<file path="src/rtl/bram_skew_feeder.sv">
// Loads two NxN operand matrices from BRAM read ports into local registers, then
// streams them diagonally skewed into the left/top edges of an output-stationary systolic array.
module bram_skew_feeder #(
    parameter int unsigned N      = 4,
    parameter int unsigned DATA_W = 8,
    parameter int unsigned ADDR_W = 4,
    parameter int unsigned RD_LAT = 1
) (
    input  logic                  clk,
    input  logic                  reset,
    input  logic                  i_start,
    output logic [ADDR_W-1:0]     o_addr_a,
    output logic [ADDR_W-1:0]     o_addr_b,
    input  logic [DATA_W-1:0]     i_data_a,
    input  logic [DATA_W-1:0]     i_data_b,
    output logic [N*DATA_W-1:0]   o_row_data,
    output logic [N-1:0]          o_row_valid,
    output logic [N*DATA_W-1:0]   o_col_data,
    output logic [N-1:0]          o_col_valid,
    output logic                  o_busy,
    output logic                  o_done
);

    localparam int unsigned NN       = N * N;
    localparam int unsigned IW       = (NN > 1) ? $clog2(NN) : 1;
    localparam int unsigned TW       = (N > 1) ? $clog2(2 * N - 1) : 1;
    localparam int unsigned LOAD_CYC = NN + RD_LAT;
    localparam int unsigned LW       = $clog2(LOAD_CYC + 1);

    typedef enum logic [1:0] {
        ST_IDLE,
        ST_LOAD,
        ST_STREAM,
        ST_DONE
    } state_t;

    state_t              state_q, state_d;
    logic [LW-1:0]       lcnt_q, lcnt_d;
    logic [TW-1:0]       t_q, t_d;

    logic                addr_vld_d, addr_vld_q;
    logic [ADDR_W-1:0]   addr_d;
    logic [RD_LAT-1:0]   vld_pipe;
    logic [IW-1:0]       idx_pipe [RD_LAT];

    logic [DATA_W-1:0]   a_reg [NN];
    logic [DATA_W-1:0]   b_reg [NN];

    logic [N*DATA_W-1:0] row_data_d, col_data_d;
    logic [N-1:0]        row_valid_d, col_valid_d;

    // State and run counters
    always_ff @(posedge clk or negedge reset) begin
        if (!reset) begin
            state_q <= ST_IDLE;
            lcnt_q  <= '0;
            t_q     <= '0;
        end else begin
            state_q <= state_d;
            lcnt_q  <= lcnt_d;
            t_q     <= t_d;
        end
    end

    // Next state, next counters, and the values the output registers will take
    always_comb begin
        state_d     = state_q;
        lcnt_d      = lcnt_q;
        t_d         = t_q;
        addr_vld_d  = 1'b0;
        addr_d      = '0;
        row_data_d  = '0;
        row_valid_d = '0;
        col_data_d  = '0;
        col_valid_d = '0;

        case (state_q)
            ST_IDLE: begin
                if (i_start) begin
                    state_d = ST_LOAD;
                    lcnt_d  = '0;
                end
            end
            ST_LOAD: begin
                if (lcnt_q == LW'(LOAD_CYC - 1)) begin
                    state_d = ST_STREAM;
                    t_d     = '0;
                end else begin
                    lcnt_d = lcnt_q + LW'(1);
                end
            end
            ST_STREAM: begin
                if (t_q == TW'(2 * N - 2)) begin
                    state_d = ST_DONE;
                end else begin
                    t_d = t_q + TW'(1);
                end
            end
            ST_DONE: state_d = ST_IDLE;
            default: state_d = ST_IDLE;
        endcase

        addr_vld_d = (state_d == ST_LOAD) && (lcnt_d < LW'(NN));
        addr_d     = addr_vld_d ? ADDR_W'(lcnt_d) : '0;

        // Diagonal skew: lane i carries element (t - i) once t has reached i
        if (state_d == ST_STREAM) begin
            for (int unsigned i = 0; i < N; i++) begin
                if ((t_d >= TW'(i)) && ((t_d - TW'(i)) < TW'(N))) begin
                    row_valid_d[i] = 1'b1;
                    col_valid_d[i] = 1'b1;
                    row_data_d[i*DATA_W +: DATA_W] =
                        a_reg[IW'(i * N) + IW'(t_d - TW'(i))];
                    col_data_d[i*DATA_W +: DATA_W] =
                        b_reg[IW'(IW'(t_d - TW'(i)) * IW'(N)) + IW'(i)];
                end
            end
        end
    end

    // Registered outputs and the read-latency matching pipe
    always_ff @(posedge clk or negedge reset) begin
        if (!reset) begin
            o_addr_a    <= '0;
            o_addr_b    <= '0;
            addr_vld_q  <= 1'b0;
            vld_pipe    <= '0;
            for (int unsigned i = 0; i < RD_LAT; i++) begin
                idx_pipe[i] <= '0;
            end
            o_row_data  <= '0;
            o_row_valid <= '0;
            o_col_data  <= '0;
            o_col_valid <= '0;
            o_busy      <= 1'b0;
            o_done      <= 1'b0;
        end else begin
            o_addr_a    <= addr_d;
            o_addr_b    <= addr_d;
            addr_vld_q  <= addr_vld_d;
            vld_pipe[0] <= addr_vld_q;
            idx_pipe[0] <= IW'(o_addr_a);
            for (int unsigned i = 1; i < RD_LAT; i++) begin
                vld_pipe[i] <= vld_pipe[i-1];
                idx_pipe[i] <= idx_pipe[i-1];
            end
            o_row_data  <= row_data_d;
            o_row_valid <= row_valid_d;
            o_col_data  <= col_data_d;
            o_col_valid <= col_valid_d;
            o_busy      <= (state_d == ST_LOAD) || (state_d == ST_STREAM);
            o_done      <= (state_d == ST_DONE);
        end
    end

    // Local operand stores; cleared on reset so a partial load is never visible
    always_ff @(posedge clk or negedge reset) begin
        if (!reset) begin
            for (int unsigned i = 0; i < NN; i++) begin
                a_reg[i] <= '0;
                b_reg[i] <= '0;
            end
        end else if (vld_pipe[RD_LAT-1]) begin
            a_reg[idx_pipe[RD_LAT-1]] <= i_data_a;
            b_reg[idx_pipe[RD_LAT-1]] <= i_data_b;
        end
    end

endmodule

</file>
<file path="config.mk">
export PLATFORM = sky130hd
export DESIGN_NAME = bram_skew_feeder
export DESIGN_NICKNAME = d
export VERILOG_FILES = /design/src/rtl/bram_skew_feeder.sv
export SDC_FILE = /design/constraint.sdc
export NUM_CORES = 1
export LEC_CHECK = 0
export CORE_ASPECT_RATIO = 0.75
export CORE_MARGIN = 5
export CORE_UTILIZATION = 55
export DETAILED_ROUTE_END_ITERATION = 10
export PLACE_DENSITY = 0.75
export SLEW_MARGIN = 20
export SYNTH_ARGS = -nofsm -noshare
export SYNTH_HDL_FRONTEND = slang
export SYNTH_SLANG_ARGS = --single-unit
</file>
<file path="constraint.sdc">
create_clock -name clk -period 7.6 [get_ports clk]
set_input_delay 1.52 -clock clk [delete_from_list [all_inputs] [get_ports clk]]
set_output_delay 1.52 -clock clk [all_outputs]
set_load 0.05 [all_outputs]
</file>
==> summary.txt, run 1 <==
Global routing
  – Gr usage total: 25.45%
  – Largest net degree at the start of global routing: 177
  – Vias in the first global route: 11,069
  – First-pass GRT wire length: 64.43 mm
  – Initial antenna violation count: 0
  – Grt ovf: 0

Placement
  – PortBufs: 100
  – Detail Placement HPWL: 25.37 mm
  – GPL Wtd Cong: 0.8837

Final layout
  – Reg area: 8658 um2
  – Commonest cells after routing, fill and taps aside: dfrtp_1 (346), mux2_2 (248), nand2_1 (199)
  – Post-layout net count: 1,398
  – Commonest non-fill, non-tap cell in the layout: dfrtp_1
  – Area delta synth->final: 14.50%
  – Antenna diodes: 0
  – Fillers: 2,174
  – Share of post-route cells with drive strength above 1: 25.78%
  – Area of the multi-input gates: 6585 um2

Pwr
  – Combinational share of power: 28.4%
  – Sw Pwr: 1.991 mW
  – Lkg Pwr: 8.166 nW
  – Int Power: 4.353 mW
  – Power per Cell Area: 349.5 nW/um2
  – Peak VDD IR: 0.0001672 V
  – Clock share of power: 27.0%
  – Switching share of power: roughly a third
  – Seq pwr share: 44.6%
  – Final Power: 6.344 mW

Setup path
  – Worst-path maximum fanout: 44
  – CP Data Required Time: 8.01 ns
  – Startpoint Class: flip-flop
  – Setup CP Type: flip-flop to flip-flop
  – Worst endpoint data arrival time: ~4.8 ns
  – CP Capture Type: flip-flop

Timing
  – Rel. slew slack: 24.34%
  – Slew at the pin closest to its max-slew limit: 1.132 ns
  – Setup violators final: 0
  – Final period util: 57.26%
  – RSZ-0062 raised after global routing: no
  – Max Transition Viols Final: 0
  – Max frequency: ~230 MHz
  – Setup tns final: 0 ns
  – Hold Slack: 0.3485 ns
  – Clk_skew: around 0.020 ns
  – Min cycle time layout: about 4.4 ns
  – Final Hold Viols: 0

Floorplanning
  – Initial core utilization: approximately 56%
  – # rows: between 50 and 60
  – Core region area: 28,250 um2
  – Die width: 206.0 um
  – Die Area: 32,360 um2
  – I/O pin count: 101
  – Die H: approximately 160 um

Routing
  – Post-DR vias/cell: 6.206
  – DR WL/cell: between 20 and 25 um
  – Detailed Routing Iterations Pass 1: 5
  – Detailed Route Iter0 Violations: 1,004
  – Final WL: 40.49 mm
  – Final ANT Viol Nets: 0
  – Routed via count: 10,985
  – DRC viols: 0

Synthesis
  – Synth Area per Inst: 12.10 um2
  – Synth area leaders: dfrtp_1 (55%), mux2_2 (18%), nand2_1 (4.7%), mux4_2 (3.4%), a311oi_1 (1.7%)
  – Post-synthesis sequential area ratio: between 50% and 60%
  – Post-synth ARST share: 100.0%
  – Synth top area share: 54.61%
  – Yosys reg bits: 346
  – Synth Instances: 1,310
  – Number of synthesized flops with an enable pin: 0
  – Post-synth top area cell: dfrtp_1
  – Mapped cell area: around 16,000 um2
  – Ys flop type: dfrtp_1
  – Syn. warnings: 0
  – Syn nets: between 1,000 and 1,500
  – Post-synthesis cell type count: 54

CTS
  – Hold buffers post-CTS: 0
  – Clk buf depth: 3
  – CTS tree: done
  – Clock root cell: clkbuf_16
  – Clk_lat worst skew: 0.52 ns
  – # clock sinks: 346
  – TritonCTS buffer count: 35
  – Worst-path clk slew: 0.06 ns
  – Postcts setup bufs: 0
  – H-Tree Level Count: 2
  – Post_cts resized: 0

Outcome
  – Outcome: finished clean

Hold path
  – Hold crit path type: flip-flop to flip-flop

Job
  – Max_cap viols: 0
-- layout make-up --
| type | count | area share, % |
|---|---|---|
| clock buffer | 49 | 5.618 |
| clock inverter | 8 | 0.6135 |
| inverter | 32 | 0.6617 |
| multi-input combinational | 829 | 36.28 |
| sequential | 346 | 47.70 |
| tap | 385 | 2.654 |
| timing repair buffer | 121 | 6.479 |
-- kinds of logic after synthesis --
kind of cell / share of synthesized area [%]
fa+ha+maj: 1.105
compound gates: 8.460
flops: 54.61
buf+inv: 3.899
xor+xnor: 0.1658
mux: 21.72
simple gates: 10.04
-- final timing paths --
kind / from / endpoint / slack (ns) / depth (start not counted)
max: state_q[1] / o_row_data[17] / 3.25 / 12
min: addr_vld_q / vld_pipe / 0.35 / 0
max reg2reg: state_q[1] / o_row_data[17] / 3.25 / 12
min reg2reg: addr_vld_q / vld_pipe / 0.35 / 0
max in group asynchronous: reset / o_col_data[9] / 5.08 / 2
min in group asynchronous: reset / o_row_data[10] / 1.09 / 1
-- cell usage after synthesis (14+ instances only) --
cell / number
nor2_1: 41
dfrtp_1: 346
a311oi_1: 31
ha_1: 14
nand2_1: 199
nand3_1: 27
and3_1: 36
mux2_2: 248
mux4_2: 24
clkbuf_1: 67
o22ai_1: 34
a21oi_1: 14
o21ai_0: 17
inv_1: 31
-- worst max-delay path, stage by stage (launching register included) --
cell and delay [ns]:
dfrtp_1 0.39, inv_1 0.12, ha_1 0.42, inv_1 0.19
o21ai_2 0.27, a21o_1 0.16, buf_4 0.51, inv_1 0.11
ha_1 0.67, nor2_1 0.70, o221ai_1 0.27, o21a_1 0.24
a32oi_1 0.17
-- layer usage --
layer | part of all wire [%] | track usage, %
met5 | 0 | 0
met4 | 2.7 | 7.346
met3 | 10 | 7.786
met2 | 43 | 36.23
met1 | 44 | 38.02
-- power by group through the flow --
stage                     combinational, mW  sequential, mW  clock, mW
after floorplan                        1.40            2.77          0
after global placement                 1.73            2.81          0
after detailed placement               1.79            2.84          0
after CTS                              1.80            2.82       1.73
after global routing                   1.98            2.90       1.82
final                                  1.80            2.83       1.71
-- metrics by stage --
stage,util [%],std cells,instance area [um2],setup slack [ns]
6_report,64.26,1770,18150,3.249
5_1_grt,64.26,1770,18150,3.095
4_1_cts,64.24,1770,18150,3.270
3_5_place_dp,60.24,1713,17020,2.823
3_3_place_gp,60.24,1713,17020,3.021
2_1_floorplan,-,1310,15850,4.049
No activity file was read; power rests on OpenSTA's default activity.
==> inputs of run 2 (changes only) <==
Clock period 7.6 ns to 4.3 ns, I/O delays scaled along.
==> summary.txt, run 2 (synthesis gave the netlist of run 1 again) <==
Outcome
  – Outcome: finished clean

Floorplanning
  – Die H: 157.0 um (unchanged)
  – Core region area: 28,250 um2 (unchanged)
  – I/O pin count: 101 (unchanged)
  – Initial core utilization: 56.12% (unchanged)
  – # rows: 53 (unchanged)
  – Die Area: 32,360 um2 (unchanged)
  – Die width: 206.0 um (unchanged)

Timing
  – Max frequency: 269.5 MHz (+17%)
  – Min cycle time layout: 3.710 ns (-0.6412 ns)
  – Setup violators final: 0 (unchanged)
  – Setup tns final: 0 ns (unchanged)
  – Slew at the pin closest to its max-slew limit: 1.042 ns (-0.08994 ns)
  – Clk_skew: 0.01343 ns (-0.006447 ns)
  – Rel. slew slack: 30.52% (+6.2 points)
  – Max Transition Viols Final: 0 (unchanged)
  – Final Hold Viols: 0 (unchanged)
  – RSZ-0062 raised after global routing: no
  – Final period util: 86.28% (+29 points)

Final layout
  – Non-filler instance count after layout: 1,784 (+0.79%)
  – Commonest cells after routing, fill and taps aside: dfrtp_1 (346), mux2_2 (248), nand2_1 (199)
  – Share of post-route cells with drive strength above 1: 26.30% (+0.53 points)
  – Commonest non-fill, non-tap cell in the layout: dfrtp_1
  – Post-layout net count: 1,410 (+0.86%)
  – Antenna diodes: 0 (unchanged)
  – Reg area: 8658 um2 (unchanged)
  – Area delta synth->final: 15.69%
  – Area of the multi-input gates: 6580 um2 (about the same)
  – Fillers: 2,115 (-2.7%)

Setup path
  – Delay-heaviest family, CP: XOR/XNOR gates
  – Buffer and inverter count on the worst path: 3 (-1)
  – Critical path depth: 12 (unchanged)
  – Reg2Reg Depth: 12 (unchanged)
  – Worst-path maximum fanout: 9 (-80%)
  – Startpoint Class: flip-flop
  – Crit path largest cell delay: 0.79 ns (+0.09 ns)
  – Setup CP Type: flip-flop to flip-flop
  – Worst endpoint data arrival time: 4.16 ns (-0.60 ns)
  – Max stage delay cell, worst path: xnor2_1
  – CP Data Required Time: 4.75 ns (-3.26 ns)
  – Crit path cell chain: inv_1, ha_1, nand2_1, mux2i_1, a221oi_4, inv_2, ha_1, xnor2_1, nand2_1, a21oi_1, buf_4, a22o_1
  – CP Capture Type: flip-flop

Pwr
  – Final Power: 11.33 mW (+79%)
  – Power per Cell Area: 617.6 nW/um2 (+77%)
  – Switching share of power: 31.06% (-0.33 points)
  – Sw Pwr: 3.518 mW (+77%)
  – Lkg Pwr: 8.266 nW (+1.2%)
  – Peak VDD IR: 0.0003106 V (+86%)
  – Clock share of power: 27.4% (+0.4 points)
  – Seq pwr share: 44.2% (-0.4 points)
  – Combinational share of power: 28.3% (about the same)
  – Int Power: 7.810 mW (+79%)

CTS
  – Worst-path clk slew: 0.06 ns (about the same)
  – Clock root cell: clkbuf_16
  – H-Tree Level Count: 2 (unchanged)
  – CTS tree: done
  – Hold buffers post-CTS: 0 (unchanged)
  – Clk buf depth: 3 (unchanged)
  – Clk_lat worst skew: 0.52 ns (about the same)
  – # clock sinks: 346 (unchanged)
  – Postcts setup bufs: 0 (unchanged)
  – TritonCTS buffer count: 34 (-2.9%)
  – Post_cts resized: 0 (unchanged)

Routing
  – DRC viols: 0 (unchanged)
  – Detailed Route Iter0 Violations: 903 (-10%)
  – Post-DR vias/cell: 6.200 (-0.11%)
  – DR WL/cell: 23.26 um (+1.7%)
  – Final WL: 41.49 mm (+2.5%)
  – Final ANT Viol Nets: 0 (unchanged)
  – Detailed Routing Iterations Pass 1: 5 (unchanged)
  – Routed via count: 11,060 (+0.68%)

Placement
  – GPL Wtd Cong: 0.9058 (+2.5%)
  – Post-Place Cells: 1,725 (+0.70%)
  – PortBufs: 100 (unchanged)
  – Detail Placement HPWL: 26.23 mm (+3.4%)

Global routing
  – Initial antenna violation count: 0 (unchanged)
  – First-pass GRT wire length: 66.10 mm (+2.6%)
  – Largest net degree at the start of global routing: 128 (-28%)
  – Vias in the first global route: 11,391 (+2.9%)
  – Grt ovf: 0 (unchanged)
  – Gr usage total: 26.20% (+0.75 points)

Job
  – Max_cap viols: 0 (unchanged)

Hold path
  – Hold crit path type: input pin to asynchronous set/reset pin
[run 2: final cells by class]
class	instances	area share, %
clock inverter	6	0.5867
inverter	32	0.6549
timing repair buffer	134	7.258
clock buffer	52	5.792
tap	385	2.626
sequential	346	47.21
multi-input combinational	829	35.88
[run 2: power by group through the flow]
| stage | clock, mW | combinational, mW | sequential [mW] |
|---|---|---|---|
| after floorplan | 0 | 2.47 | 4.89 |
| after global placement | 0 | 3.07 | 4.97 |
| after detailed placement | 0 | 3.17 | 5.03 |
| after CTS | 3.16 | 3.20 | 4.99 |
| after global routing | 3.29 | 3.51 | 5.13 |
| final | 3.11 | 3.21 | 5.01 |
[run 2: routing by layer]
metal | wire length, um | track usage (%) | up-vias
met4 | 1082 | 7.790 | 0
met3 | 3820 | 7.188 | 77
met1 | 18130 | 38.28 | 5665
met5 | 0 | 0 | -
li1 | - | - | 4829
met2 | 18450 | 38.83 | 489
[run 2: metrics by stage]
stage               setup WS (ns)  area (um2)  hold slack, ns  util (%)
floorplan                  0.7486       15850          0.3312         -
global placement           0.7980       17140          0.3360     60.68
detailed placement         0.6761       17140          0.3426     60.68
CTS                        0.7691       18310          0.3654     64.82
global route               0.4089       18340          0.2745     64.93
finish                     0.5898       18340          0.2486     64.93
[run 2: worst paths after layout]
kind / start / to / slack (ns)
max in group asynchronous: reset / b_reg[16] / 3.00
min in group clk: addr_vld_q / vld_pipe / 0.36
setup reg to reg: t_q[0] / o_row_data[28] / 0.59
hold / removal: reset / a_reg[81] / 0.25
hold reg to reg: addr_vld_q / vld_pipe / 0.36
setup / recovery: t_q[0] / o_row_data[28] / 0.59
==> inputs of run 3 (changes only) <==
Settings changed: DONT_BUFFER_PORTS set to 1, PLACE_DENSITY 0.75 to 0.7.
==> summary.txt, run 3 (synthesis gave the netlist of run 1 again) <==
Setup path
  – Delay-heaviest family, CP: compound AO/OA/AOI/OAI gates
  – Worst endpoint data arrival time: 4.15 ns (about the same)
  – Startpoint Class: flip-flop
  – Max stage delay cell, worst path: a21boi_2
  – Buffer and inverter count on the worst path: 2 (-1)
  – CP Data Required Time: 4.73 ns (-0.02 ns)
  – CP Capture Type: flip-flop
  – Worst-path maximum fanout: 97 (+88)
  – Crit path largest cell delay: 0.81 ns (+0.02 ns)
  – Worst r2r src: t_q[0]
  – Setup CP Type: flip-flop to flip-flop
  – CP Launch Point: t_q[0]
  – Crit path cell chain: inv_1, ha_1, nand2_1, mux2i_1, a221oi_4, buf_12, a21boi_2, nand2_2, a311o_1, a21oi_1

Timing
  – Max Transition Viols Final: 0 (unchanged)
  – Rel. slew slack: 25.04% (-5.5 points)
  – Final Hold Viols: 0 (unchanged)
  – Slew at the pin closest to its max-slew limit: 1.124 ns (+0.08210 ns)
  – Hold Slack: 0.02229 ns (-0.2263 ns)
  – Max frequency: 269.0 MHz (-0.19%)
  – Setup violators final: 0 (unchanged)
  – Setup tns final: 0 ns (unchanged)
  – Final period util: 86.45% (+0.17 points)
  – RSZ-0062 raised after global routing: no
  – Min cycle time layout: 3.717 ns (+0.007234 ns)
  – Clk_skew: 0.01954 ns (+0.006105 ns)

Pwr
  – Lkg Pwr: 7.812 nW (-5.5%)
  – Peak VDD IR: 0.0003422 V (+10%)
  – Power per Cell Area: 639.4 nW/um2 (+3.5%)
  – Final Power: 10.97 mW (-3.2%)

Routing
  – Post-DR vias/cell: 6.254 (+0.88%)
  – Final ANT Viol Nets: 0 (unchanged)
  – Routed via count: 10,488 (-5.2%)
  – Detailed Routing Iterations Pass 1: 5 (unchanged)
  – DRC viols: 0 (unchanged)
  – Final WL: 40.07 mm (-3.4%)
  – Detailed Route Iter0 Violations: 1,160 (+28%)
  – DR WL/cell: 23.89 um (+2.7%)

Floorplanning
  – Die Area: 32,360 um2 (unchanged)
  – # rows: 53 (unchanged)
  – Die width: 206.0 um (unchanged)
  – I/O pin count: 101 (unchanged)
  – Core region area: 28,250 um2 (unchanged)
  – Initial core utilization: 56.12% (unchanged)
  – Die H: 157.0 um (unchanged)

Outcome
  – Outcome: finished clean

CTS
  – Post_cts resized: 0 (unchanged)
  – H-Tree Level Count: 2 (unchanged)
  – Worst-path clk slew: 0.06 ns (about the same)
  – Hold buffers post-CTS: 0 (unchanged)
  – Clk_lat worst skew: 0.54 ns (+0.02 ns)
  – Postcts setup bufs: 0 (unchanged)
  – Clk buf depth: 3 (unchanged)
  – # clock sinks: 346 (unchanged)
  – Clock root cell: clkbuf_16
  – CTS tree: done
  – TritonCTS buffer count: 35 (+2.9%)

Final layout
  – Area delta synth->final: 8.192%
  – Share of post-route cells with drive strength above 1: 27.40% (+1.1 points)
  – Final Util: 60.72% (-4.2 points)
  – Antenna diodes: 0 (unchanged)
  – Commonest cells after routing, fill and taps aside: dfrtp_1 (346), mux2_2 (248), nand2_1 (199)
  – Commonest non-fill, non-tap cell in the layout: dfrtp_1
  – Post-layout net count: 1,303 (-7.6%)

Global routing
  – Vias in the first global route: 10,452 (-8.2%)
  – Grt ovf: 0 (unchanged)
  – Largest net degree at the start of global routing: 347 (+170%)
  – First-pass GRT wire length: 63.06 mm (-4.6%)
  – Gr usage total: 25.15% (-1.0 points)
  – Initial antenna violation count: 0 (unchanged)

Placement
  – Detail Placement HPWL: 25.09 mm (-4.4%)
  – PortBufs: 0 (-100%)
  – GPL Wtd Cong: 0.8932 (-1.4%)

Hold path
  – Hold crit path type: input pin to asynchronous set/reset pin

Job
  – Max_cap viols: 0 (unchanged)
-- run 3: worst paths after layout --
path / end / slack [ns] / cells after the start
max: o_row_data[9] / 0.58 / 10
min: a_reg[89] / 0.02 / 0
max reg2reg: o_row_data[9] / 0.58 / 10
min reg2reg: vld_pipe / 0.35 / 0
max in group asynchronous: o_addr_b[0] / 3.49 / 0
min in group clk: vld_pipe / 0.35 / 0
-- run 3: through the flow --
step	setup slack [ns]	cell area, um2	instances
2_1_floorplan	0.7486	15850	1310
3_3_place_gp	0.5836	16040	1617
3_5_place_dp	0.6293	16050	1618
4_1_cts	0.5719	17150	1677
5_1_grt	0.3237	17150	1677
6_report	0.5826	17150	1677
-- run 3: cell type report --
type	count	area (um2)
Clock buffer	50	962.2
Timing Repair Buffer	26	215.2
Inverter	32	120.1
Sequential cell	346	8658
Fill cell	2244	11100
Clock inverter	9	137.6
Tap cell	385	481.7
Multi-Input combinational cell	829	6578
-- run 3: layer usage --
metal	GRT usage, %	vias to the layer above	wire (um)
li1	-	4607	-
met1	39.01	5387	18440
met2	34.98	439	16850
met3	6.962	55	3917
met4	6.776	0	870
met5	0	-	0
-- run 3: report_power, final --
part / internal (mW) / total (mW) / switching [mW]
Clock: 1.69 / 2.97 / 1.28
Combinational: 1.54 / 2.84 / 1.30
Sequential: 4.31 / 5.15 / 0.840
Total: 7.55 / 11.0 / 3.42
